--- config.mk ---
export PLATFORM = sky130hd
export DESIGN_NAME = register_pc_unit
export DESIGN_NICKNAME = d
export VERILOG_FILES = /design/src/rtl/register_pc_unit.sv
export SDC_FILE = /design/constraint.sdc
export NUM_CORES = 1
export LEC_CHECK = 0
export BUFFER_PORTS_ARGS = -buffer_cell sky130_fd_sc_hd__buf_4
export CAP_MARGIN = 0
export CORE_UTILIZATION = 30
export CTS_CLUSTER_DIAMETER = 60
export DETAILED_ROUTE_END_ITERATION = 10
export PLACE_DENSITY_LB_ADDON = 0.08
export SYNTH_ARGS = -nofsm -noshare
export SYNTH_HDL_FRONTEND = slang
export SYNTH_SLANG_ARGS = --single-unit
--- constraint.sdc ---
create_clock -name clock -period 2.4 [get_ports clock]
set_input_delay 0.24 -clock clock [delete_from_list [all_inputs] [get_ports clock]]
set_output_delay 0.24 -clock clock [all_outputs]
set_load 0.05 [all_outputs]
--- src/rtl/register_pc_unit.sv ---
// register_pc_unit: architectural state block for the maxicore32 CPU.
//
// Holds the general register file and the program counter.
//
// Ports (all state updates happen on the rising edge of clock):
//   clock, reset               - single clock; reset is synchronous and active-high.
//   write_index                - destination register for both write modes.
//   write, write_data          - full-word write.
//   write_immediate,           - 16-bit immediate write.
//   write_immediate_data,
//   write_immediate_type       - IT_BOTTOM / IT_TOP / IT_UNSIGNED / IT_SIGNED.
//   read_regN_index/_data      - three independent combinational read ports.
//   pc_jump, pc_jump_data      - absolute PC load.
//   pc_inc                     - PC advance by 4.
//   pc_read_data               - registered current PC.

// Immediate-type encodings shared with the decoder.
package registers_pkg;
   localparam logic [1:0] IT_BOTTOM   = 2'd0;
   localparam logic [1:0] IT_TOP      = 2'd1;
   localparam logic [1:0] IT_UNSIGNED = 2'd2;
   localparam logic [1:0] IT_SIGNED   = 2'd3;
endpackage

// register_file: NUM_REGS x DATA_WIDTH storage, one write port, three async reads.
// All registers are ordinary storage; there is no hardwired zero register.
// Reads see the array contents directly, so a same-cycle read of the register
// being written still returns the old value.
module register_file
   import registers_pkg::*;
#(
   parameter int NUM_REGS    = 16,
   parameter int DATA_WIDTH  = 32,
   parameter int INDEX_WIDTH = $clog2(NUM_REGS)
) (
   input  logic                   clock,
   input  logic                   reset,
   input  logic [INDEX_WIDTH-1:0] write_index,
   input  logic                   write,
   input  logic [DATA_WIDTH-1:0]  write_data,
   input  logic                   write_immediate,
   input  logic [15:0]            write_immediate_data,
   input  logic [1:0]             write_immediate_type,
   input  logic [INDEX_WIDTH-1:0] read_reg1_index,
   input  logic [INDEX_WIDTH-1:0] read_reg2_index,
   input  logic [INDEX_WIDTH-1:0] read_reg3_index,
   output logic [DATA_WIDTH-1:0]  read_reg1_data,
   output logic [DATA_WIDTH-1:0]  read_reg2_data,
   output logic [DATA_WIDTH-1:0]  read_reg3_data
);

   logic [DATA_WIDTH-1:0] regs_r [NUM_REGS];
   logic [DATA_WIDTH-1:0] current_word_s;
   logic [DATA_WIDTH-1:0] immediate_word_s;
   logic [DATA_WIDTH-1:0] next_word_s;
   logic                  write_en_s;

   assign current_word_s = regs_r[write_index];

   // Merge the 16-bit immediate into the destination word according to its type.
   always_comb begin
      immediate_word_s = current_word_s;
      case (write_immediate_type)
         IT_BOTTOM: begin
            immediate_word_s[15:0] = write_immediate_data;
         end
         IT_TOP: begin
            immediate_word_s[31:16] = write_immediate_data;
         end
         IT_UNSIGNED: begin
            immediate_word_s       = {DATA_WIDTH{1'b0}};
            immediate_word_s[15:0] = write_immediate_data;
         end
         IT_SIGNED: begin
            immediate_word_s       = {DATA_WIDTH{write_immediate_data[15]}};
            immediate_word_s[15:0] = write_immediate_data;
         end
         default: begin
            immediate_word_s = current_word_s;
         end
      endcase
   end

   // Select the value to store; a full write takes precedence over an immediate.
   always_comb begin
      write_en_s  = write | write_immediate;
      next_word_s = current_word_s;
      if (write) begin
         next_word_s = write_data;
      end else if (write_immediate) begin
         next_word_s = immediate_word_s;
      end else begin
         next_word_s = current_word_s;
      end
   end

   // Register array update; reset clears every register and overrides writes.
   always_ff @(posedge clock) begin
      if (reset) begin
         for (int i = 0; i < NUM_REGS; i++) begin
            regs_r[i] <= {DATA_WIDTH{1'b0}};
         end
      end else if (write_en_s) begin
         regs_r[write_index] <= next_word_s;
      end
   end

   assign read_reg1_data = regs_r[read_reg1_index];
   assign read_reg2_data = regs_r[read_reg2_index];
   assign read_reg3_data = regs_r[read_reg3_index];

endmodule

// program_counter: DATA_WIDTH-bit PC with priority reset > jump > inc > hold.
// Jump targets are taken unmodified; increment wraps modulo 2^DATA_WIDTH.
module program_counter #(
   parameter int                    DATA_WIDTH = 32,
   parameter logic [DATA_WIDTH-1:0] RESET_PC   = 32'h0000_0000
) (
   input  logic                  clock,
   input  logic                  reset,
   input  logic                  pc_jump,
   input  logic                  pc_inc,
   input  logic [DATA_WIDTH-1:0] pc_jump_data,
   output logic [DATA_WIDTH-1:0] pc_read_data
);

   logic [DATA_WIDTH-1:0] pc_r;
   logic [DATA_WIDTH-1:0] next_pc_s;

   // Next-PC selection; jump beats increment.
   always_comb begin
      next_pc_s = pc_r;
      if (pc_jump) begin
         next_pc_s = pc_jump_data;
      end else if (pc_inc) begin
         next_pc_s = pc_r + DATA_WIDTH'(32'd4);
      end else begin
         next_pc_s = pc_r;
      end
   end

   // PC register with synchronous reset.
   always_ff @(posedge clock) begin
      if (reset) begin
         pc_r <= RESET_PC;
      end else begin
         pc_r <= next_pc_s;
      end
   end

   assign pc_read_data = pc_r;

endmodule

// Top level: register file and PC operate independently in the same cycle.
module register_pc_unit #(
   parameter int                    NUM_REGS   = 16,
   parameter int                    DATA_WIDTH = 32,
   parameter logic [DATA_WIDTH-1:0] RESET_PC   = 32'h0000_0000
) (
   input  logic                  clock,
   input  logic                  reset,
   input  logic [3:0]            write_index,
   input  logic                  write,
   input  logic [DATA_WIDTH-1:0] write_data,
   input  logic                  write_immediate,
   input  logic [15:0]           write_immediate_data,
   input  logic [1:0]            write_immediate_type,
   input  logic [3:0]            read_reg1_index,
   input  logic [3:0]            read_reg2_index,
   input  logic [3:0]            read_reg3_index,
   output logic [DATA_WIDTH-1:0] read_reg1_data,
   output logic [DATA_WIDTH-1:0] read_reg2_data,
   output logic [DATA_WIDTH-1:0] read_reg3_data,
   input  logic                  pc_jump,
   input  logic                  pc_inc,
   input  logic [DATA_WIDTH-1:0] pc_jump_data,
   output logic [DATA_WIDTH-1:0] pc_read_data
);

   register_file #(
      .NUM_REGS    (NUM_REGS),
      .DATA_WIDTH  (DATA_WIDTH),
      .INDEX_WIDTH (4)
   ) u_register_file (
      .clock                (clock),
      .reset                (reset),
      .write_index          (write_index),
      .write                (write),
      .write_data           (write_data),
      .write_immediate      (write_immediate),
      .write_immediate_data (write_immediate_data),
      .write_immediate_type (write_immediate_type),
      .read_reg1_index      (read_reg1_index),
      .read_reg2_index      (read_reg2_index),
      .read_reg3_index      (read_reg3_index),
      .read_reg1_data       (read_reg1_data),
      .read_reg2_data       (read_reg2_data),
      .read_reg3_data       (read_reg3_data)
   );

   program_counter #(
      .DATA_WIDTH (DATA_WIDTH),
      .RESET_PC   (RESET_PC)
   ) u_program_counter (
      .clock        (clock),
      .reset        (reset),
      .pc_jump      (pc_jump),
      .pc_inc       (pc_inc),
      .pc_jump_data (pc_jump_data),
      .pc_read_data (pc_read_data)
   );

endmodule

==> results.cfg, run 1 <==
[status]
outcome = finished, violations left
violations = negative setup slack

[place]
portBuffers = 231
hpwl_um = 87820
dp_cells = 3722
globalplace.congestion = 0.8343

[detailed_routing]
drc_errors = 0
vias = 22548
drt-total-wl_um = 130000
drtIter0Drc = 2293
drt-met1-wl_um = 55670
wl_met2_um = 61200
wl_per_cell_um = 33.37
highest_layer = met5
vias_per_cell = 5.786
ant_nets = 0
first_pass_iters = 5
route.met3.wl_um = 9850

[yosys]
yosysWarnings = 0
ys_seq_elements = 544
syn_nets = 2147
synthArstFlopShare_pct = 0
synth.distinct_cells = 45
syn-cell-area_um2 = 31500
synth_edf_count = 512
synth_flop_cell = edfxtp_1
ys_seq_area_share_pct = 50.85
synth_cells = 2039
synth.avg_cell_area_um2 = 15.45

[sta]
setup_viol = 96
tightest_slew_ns = 0.7593
setup_tns_ns = -9.537
fmax_mhz = 386.4
hold_violations = 0
rsz0062_at_grt = true
post-route-period-util_pct = 107.8
final.setup.worst_slack_ns = -0.1878
min_period_ns = 2.588
finalClockSkew_ns = 0.008050
fin_hold_ws_ns = 0.1173
maxSlewHeadroom_pct = 49.19
drv_slew = 0

[setup_path]
reg2reg_slack_ns = 0.21
reg2reg_to = u_program_counter.pc_read_data[28]
required_ns = 2.16
cp_max_fo = 3
criticalPathCategory = flop to output pin
startpoint_type = flop
worstSetupEndpointType = output pin
crit_arrival_ns = 2.35
reg2reg_depth = 5
r2r-start = u_program_counter.pc_read_data[2]

[clock_tree]
cts_root_buf = clkbuf_16
numCtsBuffers = 74
clock_sinks = 544
ctsHtreeMaxLevel = 3
path_clk_slew_ns = 0.06
clk_latency_ns = 0.63
clockBufferDepth = 3
cts_tree = done

[power]
p_total_mw = 29.07
total_leakage_power_nw = 14.11
p_per_area_nw_per_um2 = 710.6
ir_drop_mv = 0.4200

[min_path]
hold_class = input pin to flop
hold_depth = 4
hold_start = write_data[20]
holdPathEnd = u_register_file.regs_r[11][20]

[layout]
n_fill_cell = 9564
final_nets = 2565
antenna_cells = 0
stdcell_count = 3897
multi_input_area_um2 = 14700
drive_above_1_share_pct = 43.82
area_growth_pct = 29.87
final_util_pct = 39.41
seq_area_um2 = 16020

[grt]
grt_pass1_vias = 23428
grt_max_degree = 54
antenna_found_initial = 4
grt_usage_pct = 24.38
grt_pass1_wl_um = 181800
grt-ovfl-total = 0

[run]
max-cap-violations = 0

[floorplan]
die_h_um = 326.0
initial_core_util_pct = 30.35
die-width_um = 326.0
core.rowCount = 118
die_area_um2 = 106300
core_area_um2 = 103800
pin_count = 232
[how the worst max path moves through the flow]
stage	start	to	slack, ns	cells after the start
floorplan	u_program_counter.pc_read_data[4]	u_program_counter.pc_read_data[24]	0.006	5
global placement	write_index[1]	u_register_file.regs_r[8][21]	-0.14	5
detailed placement	write_index[1]	u_register_file.regs_r[8][21]	-0.08	5
CTS	u_register_file.regs_r[0][9]	read_reg2_data[9]	-0.21	3
global route	u_register_file.regs_r[0][0]	read_reg2_data[0]	-0.22	3
finish	u_register_file.regs_r[5][0]	read_reg3_data[0]	-0.19	3
[cell usage after synthesis, types with 12 or more instances]
cell type / number / share of area, %
edfxtp_1: 512 / 49
o21ai_1: 15 / 0.24
nand4b_1: 16 / 0.44
buf_1: 45 / 0.54
nand2b_1: 34 / 0.68
a311oi_1: 13 / 0.36
nor2_1: 550 / 6.6
a211o_1: 15 / 0.42
mux2i_1: 20 / 0.64
dfxtp_1: 32 / 2.0
nand4_1: 12 / 0.24
mux4_2: 480 / 34
nand2_1: 32 / 0.38
clkbuf_1: 150 / 1.8
[final cells by class]
class / count / share of cell area, %
flip-flops and latches: 544 / 39.17
multi-input cells: 1283 / 35.93
repair buffers: 542 / 14.61
clock buffers: 90 / 4.778
well taps: 1380 / 4.221
clock inverters: 46 / 1.184
inverters: 12 / 0.1101
[cells by family after synthesis]
family | Yosys count | share of synthesized area, %
compound gates | 82 | 1.943
xor+xnor | 13 | 0.3615
fa+ha+maj | 4 | 0.1589
buf+inv | 212 | 2.546
flops | 544 | 50.85
mux | 500 | 34.96
simple gates | 684 | 9.184
[critical path, stage by stage (launching register included)]
cell	delay, ns
edfxtp_1	0.43
mux4_2	0.51
mux4_2	0.58
buf_6	0.20
[layer usage]
metal	vias up	global-route usage (%)
li1	9098	-
met4	2	7.155
met3	165	4.263
met2	1072	38.78
met5	-	0
met1	12211	34.09
[stage by stage]
stage	instance area, µm²	setup WS, ns
global route	40900	-0.2214
global placement	37710	-0.1384
floorplan	31560	0.005920
finish	40900	-0.1878
CTS	40900	-0.2109
detailed placement	37710	-0.08441
[what timing repair did]
item                                    CTS  global route
buffers inserted                          0             0
endpoints found under the setup margin   96            97
hold endpoints to repair                 32             0
gates resized for setup                  96             2
hold buffers                             39             0
[flip-flops by register name (all words and copies together) (netlist names)]
signal / flops
u_program_counter.pc_read_data: 32
u_register_file.regs_r: 512
[cell usage in the layout, fill, tap and decap left out, types with 12 or more instances in the layout]
| master | count |
|---|---|
| a211o_1 | 15 |
| a311oi_1 | 13 |
| buf_12 | 113 |
| buf_4 | 288 |
| buf_6 | 99 |
| clkbuf_1 | 14 |
| clkbuf_16 | 76 |
| clkinv_1 | 16 |
| dfxtp_1 | 26 |
| dlygate4sd3_1 | 39 |
| edfxtp_1 | 512 |
| mux2i_1 | 20 |
| mux4_2 | 480 |
| nand2_1 | 32 |
| nand2b_1 | 31 |
| nand4_1 | 12 |
| nand4b_1 | 16 |
| nor2_1 | 550 |
| o21ai_1 | 15 |
[where the power goes]
| part | switching [mW] | internal, mW |
|---|---|---|
| Sequential | 0.455 | 11.0 |
| Combinational | 3.50 | 2.87 |
| Clock | 4.55 | 6.71 |
| Total | 8.50 | 20.6 |
(Power assumes the default switching activity.)
==> run 2, diff against run 1 <==
--- a/config.mk
+++ b/config.mk
@@ -10,7 +10,8 @@
 export CORE_UTILIZATION = 30
 export CTS_CLUSTER_DIAMETER = 60
 export DETAILED_ROUTE_END_ITERATION = 10
-export PLACE_DENSITY_LB_ADDON = 0.08
+export PLACE_DENSITY = 0.44
+export REMOVE_ABC_BUFFERS = 1
 export SYNTH_ARGS = -nofsm -noshare
 export SYNTH_HDL_FRONTEND = slang
 export SYNTH_SLANG_ARGS = --single-unit
==> results.cfg, run 2 (same netlist as run 1, synthesis figures left out) <==
[grt]
antenna_found_initial = 11
grt_usage_pct = 23.61
grt_max_degree = 53
grt-ovfl-total = 0
grt_pass1_wl_um = 176700
grt_pass1_vias = 22854

[setup_path]
path_buf_inv = 1
required_ns = 2.16
worstSetupEndpointType = output pin
critPathTopFamily = multiplexers
path_depth = 3
criticalPathCategory = flop to output pin
cpMostUsedCell = mux4_2
cp_slowest_stage_delay_ns = 0.57
cp_cell_sequence = mux4_2 > mux4_2 > buf_6
startpoint_type = flop
crit_arrival_ns = 2.32
reg2reg_depth = 5
cp_max_fo = 3
cp_slowest_cell = mux4_2

[layout]
final_nets = 2551
stdcell_count = 3881
largest_reg_flops = 512
layout_common_cells = nor2_1 (549), edfxtp_1 (512), mux4_2 (480)
drive_above_1_share_pct = 43.00
area_growth_pct = 28.44
n_fill_cell = 9571
top_register = u_register_file.regs_r
final_common_cell = nor2_1

[floorplan]
pin_count = 232
die_area_um2 = 106300
die_h_um = 326.0
initial_core_util_pct = 30.35
core_area_um2 = 103800
core.rowCount = 118
die-width_um = 326.0

[clock_tree]
numCtsBuffers = 73
clk_latency_ns = 0.63
path_clk_slew_ns = 0.06
cts_root_buf = clkbuf_16
clock_sinks = 544
cts_tree = done
clockBufferDepth = 3
ctsHtreeMaxLevel = 3

[detailed_routing]
first_pass_iters = 5
ant_nets = 0
drc_errors = 0
drtIter0Drc = 2416
vias = 22537
wl_per_cell_um = 32.49
drt-total-wl_um = 126100
vias_per_cell = 5.807

[place]
globalplace.congestion = 0.8235
hpwl_um = 83330
dp_cells = 3709
portBuffers = 231

[sta]
maxSlewHeadroom_pct = 44.83
tightest_slew_ns = 0.8267
setup_viol = 96
fmax_mhz = 390.7
final.setup.worst_slack_ns = -0.1595
post-route-period-util_pct = 106.6
min_period_ns = 2.559
drv_slew = 0
hold_violations = 0
fin_hold_ws_ns = 0.1103
rsz0062_at_grt = true
setup_tns_ns = -8.151
finalClockSkew_ns = 0.009680

[power]
ir_drop_mv = 0.4989
p_total_mw = 28.34
p_per_area_nw_per_um2 = 700.5
total_leakage_power_nw = 13.93

[run]
max-cap-violations = 0

[status]
violations = negative setup slack
outcome = finished, violations left

[min_path]
hold_depth = 5
hold_class = input pin to flop
==> run 2: changes by cell type in the layout (fill, tap and decap cells not counted), sizes merged <==
cell / change
buf: -13
bufinv: -3
clkbuf: -3
clkinv: +6
clkinvlp: +1
diode: +1
inv: -5
==> run 2: path summary, 6_finish.rpt <==
check,from,end,slack [ns]
min,pc_inc,u_program_counter.pc_read_data[4],0.11
max,u_register_file.regs_r[14][1],read_reg1_data[1],-0.16
min reg2reg,u_program_counter.pc_read_data[31],u_program_counter.pc_read_data[31],0.52
max reg2reg,u_program_counter.pc_read_data[8],u_program_counter.pc_read_data[16],0.12
==> run 2: layout make-up <==
cell class                      count  area [µm²]  area share (%)
Timing Repair Buffer              529        5643           13.95
Multi-Input combinational cell   1283       14680           36.29
Sequential cell                   544       16020           39.59
Inverter                           12       45.04          0.1113
Tap cell                         1380        1727           4.268
Clock inverter                     45       407.9           1.008
Clock buffer                       87        1932           4.775
Antenna cell                        1       2.502        0.006186
==> run 2: per-layer routing <==
metal,vias to the layer above,part of all wire (%),global-route usage (%)
met3,210,8.3,4.701
met5,-,0.082,0
li1,9084,-,-
met4,18,3.0,7.736
met1,12025,42,32.84
met2,1200,46,36.98
==> run 2: stage by stage <==
stage	util, %	setup slack [ns]	instance area, µm²
6_report	38.98	-0.1595	40450
5_1_grt	38.97	-0.1954	40450
4_1_cts	38.97	-0.1892	40450
3_5_place_dp	35.99	0.05063	37360
3_3_place_gp	35.99	0.05108	37360
2_1_floorplan	-	-0.2448	30740
==> run 2: power breakdown <==
group          internal (mW)  switching, mW
Clock                   6.32           4.36
Sequential              11.0          0.454
Combinational           2.79           3.43
Total                   20.1           8.24
==> run 2: repair_timing <==
item | in CTS | in global routing
resized for setup | 96 | 1
hold buffers | 39 | 0
setup buffers | 0 | 0
endpoints found under the setup margin | 96 | 96
hold endpoints to repair | 32 | 0
==> run 2: worst reg2reg max path: stages, from the launching register on <==
cell,delay [ns]
dfxtp_1,0.42
nand4_2,0.23
or4b_1,0.70
buf_4,0.21
or3_1,0.36
a311oi_1,0.28
==> run 3, diff against run 2 <==
--- a/config.mk
+++ b/config.mk
@@ -10,8 +10,11 @@
 export CORE_UTILIZATION = 30
 export CTS_CLUSTER_DIAMETER = 60
 export DETAILED_ROUTE_END_ITERATION = 10
+export GPL_TIMING_DRIVEN = 0
 export PLACE_DENSITY = 0.44
 export REMOVE_ABC_BUFFERS = 1
+export SETUP_SLACK_MARGIN = 0.1
 export SYNTH_ARGS = -nofsm -noshare
 export SYNTH_HDL_FRONTEND = slang
 export SYNTH_SLANG_ARGS = --single-unit
+export TNS_END_PERCENT = 1
==> results.cfg, run 3 (same netlist as run 1, synthesis figures left out) <==
[detailed_routing]
first_pass_iters = 5
ant_nets = 0
drc_errors = 0
vias = 21582
drt-total-wl_um = 126000
wl_per_cell_um = 34.13
vias_per_cell = 5.846
drtIter0Drc = 2219

[setup_path]
startpoint_type = flop
cp_cell_sequence = mux4_2 > mux4_2 > buf_6
reg2reg_slack_ns = 0.17
r2r-start = u_program_counter.pc_read_data[8]
cp_slowest_stage_delay_ns = 0.58
reg2reg_to = u_program_counter.pc_read_data[27]
cpMostUsedCell = mux4_2
reg2reg_depth = 4
worstSetupEndpointType = output pin
crit_arrival_ns = 2.32
required_ns = 2.16
cp_max_fo = 3
cp_slowest_cell = mux4_2
criticalPathCategory = flop to output pin

[power]
seq_power_share_pct = 39.8
power.share.clock_pct = 39.3
sw_frac_of_total_pct = 28.93
share_comb_of_total_power_pct = 21.0
intPower_mw = 20.39
p_sw_mw = 8.302
ir_drop_mv = 0.5359
p_per_area_nw_per_um2 = 727.3
total_leakage_power_nw = 13.37

[sta]
drv_slew = 0
min_period_ns = 2.556
fmax_mhz = 391.3
hold_violations = 0
final.setup.worst_slack_ns = -0.1558
rsz0062_at_grt = true
post-route-period-util_pct = 106.5
maxSlewHeadroom_pct = 7.952
tightest_slew_ns = 1.342
finalClockSkew_ns = 0.01328
setup_viol = 96

[layout]
drive_above_1_share_pct = 42.39
seq_area_um2 = 16030
n_fill_cell = 9597
layout_common_cells = nor2_1 (548), edfxtp_1 (512), mux4_2 (480)
final_nets = 2364
stdcell_count = 3692
final_common_cell = nor2_1
multi_input_area_um2 = 15200
top_register = u_register_file.regs_r
largest_reg_flops = 512
area_growth_pct = 25.26
antenna_cells = 0

[status]
violations = negative setup slack
outcome = finished, violations left

[floorplan]
core_area_um2 = 103800
die_area_um2 = 106300
initial_core_util_pct = 30.35
core.rowCount = 118
die-width_um = 326.0
pin_count = 232
die_h_um = 326.0

[min_path]
hold_depth = 5
holdPathEnd = u_program_counter.pc_read_data[4]
hold_class = input pin to flop
hold_start = pc_inc

[place]
dp_slack_ns = -2.947
globalplace.congestion = 0.7875
hpwl_um = 72170
dp_cells = 3493
portBuffers = 231

[clock_tree]
ctsHtreeMaxLevel = 3
numCtsBuffers = 73
clock_sinks = 544
path_clk_slew_ns = 0.06
cts_root_buf = clkbuf_16
clk_latency_ns = 0.63
cts_tree = done
clockBufferDepth = 3

[grt]
grt_max_degree = 87
grt-ovfl-total = 0
grt_usage_pct = 23.55
antenna_found_initial = 6
grt_pass1_wl_um = 173800
grt_pass1_vias = 22351

[run]
max-cap-violations = 0
run 3: worst max path at each step:
stage	slack, ns	end	cells after the start	start
floorplan	-0.24	u_register_file.regs_r[1][0]	6	write_immediate_type[1]
global placement	-3.35	u_register_file.regs_r[0][4]	5	write
detailed placement	-2.95	u_register_file.regs_r[0][4]	5	write
CTS	-0.17	read_reg3_data[3]	3	u_register_file.regs_r[3][3]
global route	-0.20	read_reg2_data[10]	3	u_register_file.regs_r[15][10]
finish	-0.16	read_reg2_data[10]	3	u_register_file.regs_r[15][10]
run 3: through the flow:
step	area [µm²]	TNS (ns)	power (mW)	hold WS (ns)	util, %
6_report	39450	-7.358	28.69	0.1095	38.01
5_1_grt	39450	-11.46	29.46	0.1201	38.01
4_1_cts	39270	-10.46	28.84	0.07463	37.84
3_5_place_dp	35050	-1547.32	17.08	0.4836	33.77
3_3_place_gp	34200	-2176.06	16.99	0.4691	32.95
2_1_floorplan	30740	-31.73	14.73	0.3091	-
run 3: area by class of cell:
| cell class | instances | area share [%] |
|---|---|---|
| Tap cell | 1380 | 4.377 |
| Inverter | 12 | 0.1332 |
| Multi-Input combinational cell | 1283 | 38.52 |
| Clock buffer | 86 | 4.862 |
| Timing Repair Buffer | 341 | 10.15 |
| Timing Repair inverter | 1 | 0.01903 |
| Clock inverter | 45 | 1.313 |
| Sequential cell | 544 | 40.62 |
run 3: power by group through the flow:
stage	registers (mW)	logic [mW]	clock network (mW)
2_1_floorplan	11.6	3.17	0
3_3_place_gp	11.5	5.46	0
3_5_place_dp	11.6	5.49	0
4_1_cts	11.4	6.01	11.4
5_1_grt	11.5	6.22	11.8
6_report	11.4	6.02	11.3
run 3: critical path: cells and delay by family (launching register included):
family   cells  cell delay, ns
mux          2            1.09
buf+inv      1            0.20
flops        1            0.41
run 3: metal layers:
layer | vias up | GRT usage (%) | wire length (µm)
li1 | 8729 | - | -
met1 | 11467 | 29.13 | 47890
met4 | 10 | 9.430 | 4859
met3 | 249 | 6.004 | 10980
met2 | 1127 | 39.26 | 62220
met5 | - | 0 | 68
run 3: repair_timing:
action                     in CTS  in global routing
hold buffers                   39                  0
pin swaps                       5                  4
setup buffers                  11                  0
cloned                         16                  1
setup endpoints to repair    1126                462
resized for setup             197                 25
hold endpoints to repair       32                  0
